## src/rtl/ksa_pkg.sv

```systemverilog
// Shared types and constants for the RC4 key-search stage.
// State encoding, printable-character bounds and bus widths.
package ksa_pkg;

  localparam int unsigned KEY_W  = 24;
  localparam int unsigned ADDR_W = 8;
  localparam int unsigned IDX_W  = 9;

  localparam logic [7:0] CH_SPACE = 8'h20;
  localparam logic [7:0] CH_LO_A  = 8'h61;
  localparam logic [7:0] CH_LO_Z  = 8'h7A;

  typedef enum logic [2:0] {
    KS_IDLE     = 3'd0,
    KS_WAIT_DEC = 3'd1,
    KS_ADDR     = 3'd2,
    KS_LAT      = 3'd3,
    KS_CHECK    = 3'd4,
    KS_NEXT     = 3'd5,
    KS_FOUND    = 3'd6,
    KS_FAIL     = 3'd7
  } ks_state_t;

endpackage

```

## src/rtl/key_search_if.sv

```systemverilog
// Key-search control/data bundle between the search FSM and the
// upstream pipeline / decrypted-message memory.
interface key_search_if;
  import ksa_pkg::*;

  logic              start;
  logic              decrypt_done;
  logic [ADDR_W-1:0] dm_addr;
  logic [7:0]        dm_rddata;
  logic [KEY_W-1:0]  key;
  logic              restart;
  logic              busy;
  logic              found;
  logic              failed;

  modport master (
    input  start, decrypt_done, dm_rddata,
    output dm_addr, key, restart, busy, found, failed
  );

  modport slave (
    output start, decrypt_done, dm_rddata,
    input  dm_addr, key, restart, busy, found, failed
  );

endinterface

```

## src/rtl/key_search_char_validator.sv

```systemverilog
// Combinational plaintext check: lowercase ASCII letter or space.
module char_validator
  import ksa_pkg::*;
(
  input  logic [7:0] ch,
  output logic       valid
);

  assign valid = (ch == CH_SPACE) || ((ch >= CH_LO_A) && (ch <= CH_LO_Z));

endmodule

```

## src/rtl/key_search.sv

```systemverilog
// Brute-force RC4 key-search controller: restarts the upstream pipeline per key, scans DM.
// Build option KEY_SEARCH_EARLY_ABORT_EN rejects a key on its first invalid byte.
module key_search
  import ksa_pkg::*;
#(
  parameter int unsigned      MSG_LEN   = 32,
  parameter logic [KEY_W-1:0] KEY_START = 24'h000000,
  parameter logic [KEY_W-1:0] KEY_MAX   = 24'h3FFFFF,
  parameter int unsigned      RD_LAT    = 2
) (
  input logic          clk,
  input logic          reset,
  key_search_if.master ks
);

  localparam int unsigned LAT_W = $clog2(RD_LAT + 1);

  localparam logic [2:0] ST_IDLE     = KS_IDLE;
  localparam logic [2:0] ST_WAIT_DEC = KS_WAIT_DEC;
  localparam logic [2:0] ST_ADDR     = KS_ADDR;
  localparam logic [2:0] ST_LAT      = KS_LAT;
  localparam logic [2:0] ST_CHECK    = KS_CHECK;
  localparam logic [2:0] ST_NEXT     = KS_NEXT;
  localparam logic [2:0] ST_FOUND    = KS_FOUND;
  localparam logic [2:0] ST_FAIL     = KS_FAIL;

`ifdef KEY_SEARCH_EARLY_ABORT_EN
  localparam bit EARLY_ABORT = 1'b1;
`else
  localparam bit EARLY_ABORT = 1'b0;
`endif

  logic [2:0]        state, state_d;
  logic [KEY_W-1:0]  key_q, key_d;
  logic [ADDR_W-1:0] addr_q, addr_d;
  logic              restart_q, restart_d;
  logic              busy_q, busy_d;
  logic              found_q, found_d;
  logic              failed_q, failed_d;
  logic [IDX_W-1:0]  idx_q, idx_d;
  logic              bad_q, bad_d;
  logic [LAT_W-1:0]  lat_q, lat_d;
  logic [1:0]        wait_q, wait_d;
  logic              char_ok;
  logic              bad_now;

  char_validator u_char_validator (
    .ch    (ks.dm_rddata),
    .valid (char_ok)
  );

  // Next-state and next-output logic
  always_comb begin
    state_d   = state;
    key_d     = key_q;
    addr_d    = addr_q;
    restart_d = 1'b0;
    busy_d    = busy_q;
    found_d   = found_q;
    failed_d  = failed_q;
    idx_d     = idx_q;
    bad_d     = bad_q;
    lat_d     = lat_q;
    wait_d    = wait_q;
    bad_now   = bad_q | ~char_ok;

    case (state)
      ST_IDLE, ST_FOUND, ST_FAIL: begin
        if (ks.start) begin
          key_d     = KEY_START;
          found_d   = 1'b0;
          failed_d  = 1'b0;
          busy_d    = 1'b1;
          restart_d = 1'b1;
          wait_d    = 2'd0;
          state_d   = ST_WAIT_DEC;
        end
      end
      // decrypt_done may still be stale from the previous key for two cycles
      ST_WAIT_DEC: begin
        if (wait_q != 2'd2) begin
          wait_d = wait_q + 2'd1;
        end else if (ks.decrypt_done) begin
          idx_d   = '0;
          bad_d   = 1'b0;
          state_d = ST_ADDR;
        end
      end
      ST_ADDR: begin
        addr_d  = idx_q[ADDR_W-1:0];
        lat_d   = '0;
        state_d = (RD_LAT > 1) ? ST_LAT : ST_CHECK;
      end
      ST_LAT: begin
        if (lat_q == LAT_W'(RD_LAT - 2)) begin
          state_d = ST_CHECK;
        end else begin
          lat_d = lat_q + LAT_W'(1);
        end
      end
      ST_CHECK: begin
        bad_d = bad_now;
        if (EARLY_ABORT && !char_ok) begin
          state_d = ST_NEXT;
        end else if (idx_q == IDX_W'(MSG_LEN - 1)) begin
          if (bad_now) begin
            state_d = ST_NEXT;
          end else begin
            found_d = 1'b1;
            busy_d  = 1'b0;
            state_d = ST_FOUND;
          end
        end else begin
          idx_d   = idx_q + IDX_W'(1);
          state_d = ST_ADDR;
        end
      end
      // Compare with >= so a KEY_START above KEY_MAX still terminates
      ST_NEXT: begin
        if (key_q >= KEY_MAX) begin
          key_d    = KEY_MAX;
          failed_d = 1'b1;
          busy_d   = 1'b0;
          state_d  = ST_FAIL;
        end else begin
          key_d     = key_q + KEY_W'(1);
          restart_d = 1'b1;
          wait_d    = 2'd0;
          state_d   = ST_WAIT_DEC;
        end
      end
      default: state_d = ST_IDLE;
    endcase
  end

  // State and registered outputs
  always_ff @(posedge clk) begin
    if (reset) begin
      state     <= ST_IDLE;
      key_q     <= '0;
      addr_q    <= '0;
      restart_q <= 1'b0;
      busy_q    <= 1'b0;
      found_q   <= 1'b0;
      failed_q  <= 1'b0;
      idx_q     <= '0;
      bad_q     <= 1'b0;
      lat_q     <= '0;
      wait_q    <= 2'd0;
    end else begin
      state     <= state_d;
      key_q     <= key_d;
      addr_q    <= addr_d;
      restart_q <= restart_d;
      busy_q    <= busy_d;
      found_q   <= found_d;
      failed_q  <= failed_d;
      idx_q     <= idx_d;
      bad_q     <= bad_d;
      lat_q     <= lat_d;
      wait_q    <= wait_d;
    end
  end

  assign ks.dm_addr = addr_q;
  assign ks.key     = key_q;
  assign ks.restart = restart_q;
  assign ks.busy    = busy_q;
  assign ks.found   = found_q;
  assign ks.failed  = failed_q;

endmodule

```

## src/flat_wrapper.sv

```systemverilog
// flat-port wrapper written by rule: the top's interface ports become plain ports
module key_search_flat import ksa_pkg::*;
#(
  parameter int unsigned      MSG_LEN   = 32,
  parameter logic [KEY_W-1:0] KEY_START = 24'h000000,
  parameter logic [KEY_W-1:0] KEY_MAX   = 24'h3FFFFF,
  parameter int unsigned      RD_LAT    = 2
)
  (clk, reset, ks_start, ks_decrypt_done, ks_dm_rddata, ks_dm_addr, ks_key, ks_restart, ks_busy, ks_found, ks_failed);
  key_search_if ks_i ();
  input logic clk;
  input logic reset;
  input wire logic [$bits(ks_i.start)-1:0] ks_start;
  input wire logic [$bits(ks_i.decrypt_done)-1:0] ks_decrypt_done;
  input wire logic [$bits(ks_i.dm_rddata)-1:0] ks_dm_rddata;
  output wire logic [$bits(ks_i.dm_addr)-1:0] ks_dm_addr;
  output wire logic [$bits(ks_i.key)-1:0] ks_key;
  output wire logic [$bits(ks_i.restart)-1:0] ks_restart;
  output wire logic [$bits(ks_i.busy)-1:0] ks_busy;
  output wire logic [$bits(ks_i.found)-1:0] ks_found;
  output wire logic [$bits(ks_i.failed)-1:0] ks_failed;
  assign ks_i.start = ks_start;
  assign ks_i.decrypt_done = ks_decrypt_done;
  assign ks_i.dm_rddata = ks_dm_rddata;
  assign ks_dm_addr = ks_i.dm_addr;
  assign ks_key = ks_i.key;
  assign ks_restart = ks_i.restart;
  assign ks_busy = ks_i.busy;
  assign ks_found = ks_i.found;
  assign ks_failed = ks_i.failed;
  key_search #(.MSG_LEN(MSG_LEN), .KEY_START(KEY_START), .KEY_MAX(KEY_MAX), .RD_LAT(RD_LAT)) u_core (.clk(clk), .reset(reset), .ks(ks_i));
endmodule
```

## config.mk

```make
export PLATFORM = sky130hd
export DESIGN_NAME = key_search_flat
export DESIGN_NICKNAME = d
export VERILOG_FILES = /design/src/rtl/ksa_pkg.sv /design/src/rtl/key_search_if.sv /design/src/rtl/key_search_char_validator.sv /design/src/rtl/key_search.sv /design/src/flat_wrapper.sv
export SDC_FILE = /design/constraint.sdc
export NUM_CORES = 1
export LEC_CHECK = 0
export BUFFER_PORTS_ARGS = -buffer_cell sky130_fd_sc_hd__buf_2
export CAP_MARGIN = 15
export CORE_ASPECT_RATIO = 1.25
export CORE_MARGIN = 4
export CORE_UTILIZATION = 56
export DETAILED_ROUTE_END_ITERATION = 6
export PLACE_DENSITY = 0.78
export SYNTH_ARGS = -nofsm -noshare
export SYNTH_HDL_FRONTEND = slang
export SYNTH_HIERARCHICAL = 1
export SYNTH_SLANG_ARGS = --single-unit
export TNS_END_PERCENT = 5
```

## constraint.sdc

```tcl
create_clock -name clk -period 2.3 [get_ports clk]
set_input_delay 0.69 -clock clk [delete_from_list [all_inputs] [get_ports clk]]
set_output_delay 0.69 -clock clk [all_outputs]
set_load 0.01 [all_outputs]
```

==> out/summary.txt <==
status: finished, final reports clean
FF+latch count, synth: 53
Hold Crit Class: register to register
internal power: 1.29 mW
total CTS buffers: 5
crit path kind: register to register
CTS tree: done
routed length per instance: 14.6 µm
DRT antenna net count: 0
fmax: 492 MHz
initial core utilization: 59.0%
most frequent cells after synthesis: dfxtp_1 (53), a21oi_1 (36), nand2_1 (36), nor2_1 (31), o21ai_0 (28)
# port buffers: 47
Seq/Total Area, Yosys: 36.9%
Top Usage Layer GRT: met2
layout cell share with drive strength beyond 1: 20.1%
max-cap violations: 0
top_reg_cell synth: dfxtp_1
# IOs: 48
sequential power share: 55.5%
Initial DRC Count: 230
area of placed instances: 0.00317 mm²
register area: 0.00106 mm²
Area Growth Syn to Fin: 14.2%
clock buffer depth: 2
Post-synth ARST share: 0%
largest net degree at the start of global routing: 30
CP startpoint: u_core/idx_q[0]
initial antenna violation count: 0
min-delay src: u_core/ks.found
Netlist cell types: 62
CP Data Required Time: 2480 ps
min Tclk post-route: 2030 ps
htree depth: 2
Final Hold Vio Count: 0
Post-synth EDFFs: 0
synth warn: 6
total core area: 0.00487 mm²
first-pass GRT wire length: 11.3 mm
Die H: 88.1 µm
Relative slew margins: 62.5%
met2 GRT Util: 39.0%
Lkg Pwr: 1.26 nW
final max-slew violation count: 0
Post-Syn Instances: 358
final net count: 417
top cell type's share of synthesized area: 36.9%
DR vias/cell: 6.00
clock-pin slew on the worst setup and hold paths: 100 ps
drt pass-1 iters: 4
Tcrit/Tclk final: 88.3%
Switch Pwr: 0.377 mW
Crit. End Element: register
Fill cells: 415
Worst-Margin Slew: 560 ps
Antenna diodes: 0
Post-Route Setup TNS: 0 ps
die outline width: 72.1 µm
area of the multi-input gates: 0.00167 mm²
Residual DRC: 0
vias in the first global route: 2529
GRT met3 Usage: 3.90%
Critical Path Fanout Max: 7
Startpoint Class: register
DP HPWL: 4.91 mm
largest cells by area after synthesis: dfxtp_1 (37%), a21oi_1 (6.3%), o21ai_0 (4.9%)
RSZ-0062 raised after global routing: no
GP Congestion: 0.866
via count: 2774
cell taking the most area after synthesis: dfxtp_1
Max VDD drop: 0.398 mV
post-CTS setup buffers: 0
logic gate share of total power: 6.1%
skew final: 12.9 ps
Clock Power Share: 38.3%
PwrDens: 508 mW/mm²
PostCTS Resize Cnt: 0
Setup violations, final: 0
Sw Share: 22.6%
CTS sink count: 53
FP Rows: 28
fin area: 0.00328 mm²
Overall Global Routing Usage: 21.7%
Mean Syn Cell Area: 8.03 µm²
met1 Use GR: 25.8%
cell with the most instances after synthesis: dfxtp_1
Cell Area, Synth: 0.00288 mm²
Root Buffer Master: clkbuf_8
Die Area: 0.00635 mm²
drt total wl: 6.74 mm
post-synthesis net count: 374
Crit Reg-Reg Startpoint: u_core/idx_q[0]
Skew-Pair Late Insertion Delay: 300 ps
GRT Residual Overflow: 0
Critical Path AT: 2210 ps
# hold bufs at CTS: 0
-- flip-flops by register name (all words and copies together) (netlist names) --
| signal | count |
|---|---|
| u_core/bad_q | 1 |
| u_core/idx_q | 9 |
| u_core/ks.busy | 1 |
| u_core/ks.dm_addr | 8 |
| u_core/ks.failed | 1 |
| u_core/ks.found | 1 |
| u_core/ks.key | 24 |
| u_core/ks.restart | 1 |
| u_core/lat_q | 2 |
| u_core/state | 3 |
| u_core/wait_q | 2 |
-- cell type report --
type                    count  share of cell area, %
inverters                  10                   1.14
well taps                  60                   2.29
repair buffers             58                   10.1
flip-flops and latches     53                   32.3
multi-input cells         273                   50.8
clock buffers               5                   2.10
clock inverters             3                   1.33
-- cell families (layout without fill, tap and decap cells) --
group                      count (synthesis)  in the layout  synth area share [%]
AOI/OAI and AO/OA                        106            106                  24.0
muxes                                      5              5                  1.87
buffers and inverters                     32             76                  5.13
adders and majority gates                  4              4                  1.74
DFF                                       53             53                  36.9
and+or+nand+nor                          147            147                  27.0
xor gates and xnor gates                  11             11                  3.35
-- layer usage --
metal  part of all wire, %  wire (µm)
met5                     0          0
met4                   1.6        106
met3                   5.8        394
met2                    52       3500
met1                    41       2740
-- worst max-delay path, cell delays in order, from the launching register on --
cell and delay (ps):
dfxtp_1 410, ha_1 250, or4b_1 500, o31ai_4 360, a21oi_1 160, xnor2_1 180, nor2_1 60
-- placed cells by master, fill, tap and decap left out, types with 4 or more instances in the layout --
master and instances:
nand2b_1 15, buf_4 10, buf_2 47, dfxtp_1 53
nand2_1 36, o2bb2ai_1 7, nand4_1 4, a31oi_1 5
nor3_1 7, ha_1 4, xnor2_1 9, o21ai_0 28
a21oi_1 36, nor2_1 31, and3_1 9, clkbuf_8 5
inv_1 10, nand3_1 15
-- per-stage QoR --
stage          hold WS, ps  util (%)  cells  power (mW)  setup WS (ps)
6_report               455      67.4    462        1.67            268
5_1_grt                503      67.4    462        1.74            117
4_1_cts                463      67.4    462        1.68            267
3_5_place_dp           449      65.1    454        1.05            292
3_3_place_gp           442      65.1    454        1.05            373
2_1_floorplan          441         -    358        1.01            473
-- power by group through the flow --
stage          Sequential [mW]  Clock [mW]  Combinational (mW)
6_report                 0.926       0.639               0.102
2_1_floorplan            0.946           0              0.0656
5_1_grt                  0.927       0.700               0.114
3_3_place_gp             0.946           0              0.0999
3_5_place_dp             0.947           0               0.102
4_1_cts                  0.926       0.654               0.102
-- final timing paths --
check	end	slack [ps]	cells past startpoint
setup / recovery	u_core/idx_q[4]	270	6
hold / removal	u_core/ks.found	460	2
setup reg to reg	u_core/idx_q[4]	270	6
hold reg to reg	u_core/ks.found	460	2
No activity file was read; power rests on OpenSTA's default activity.
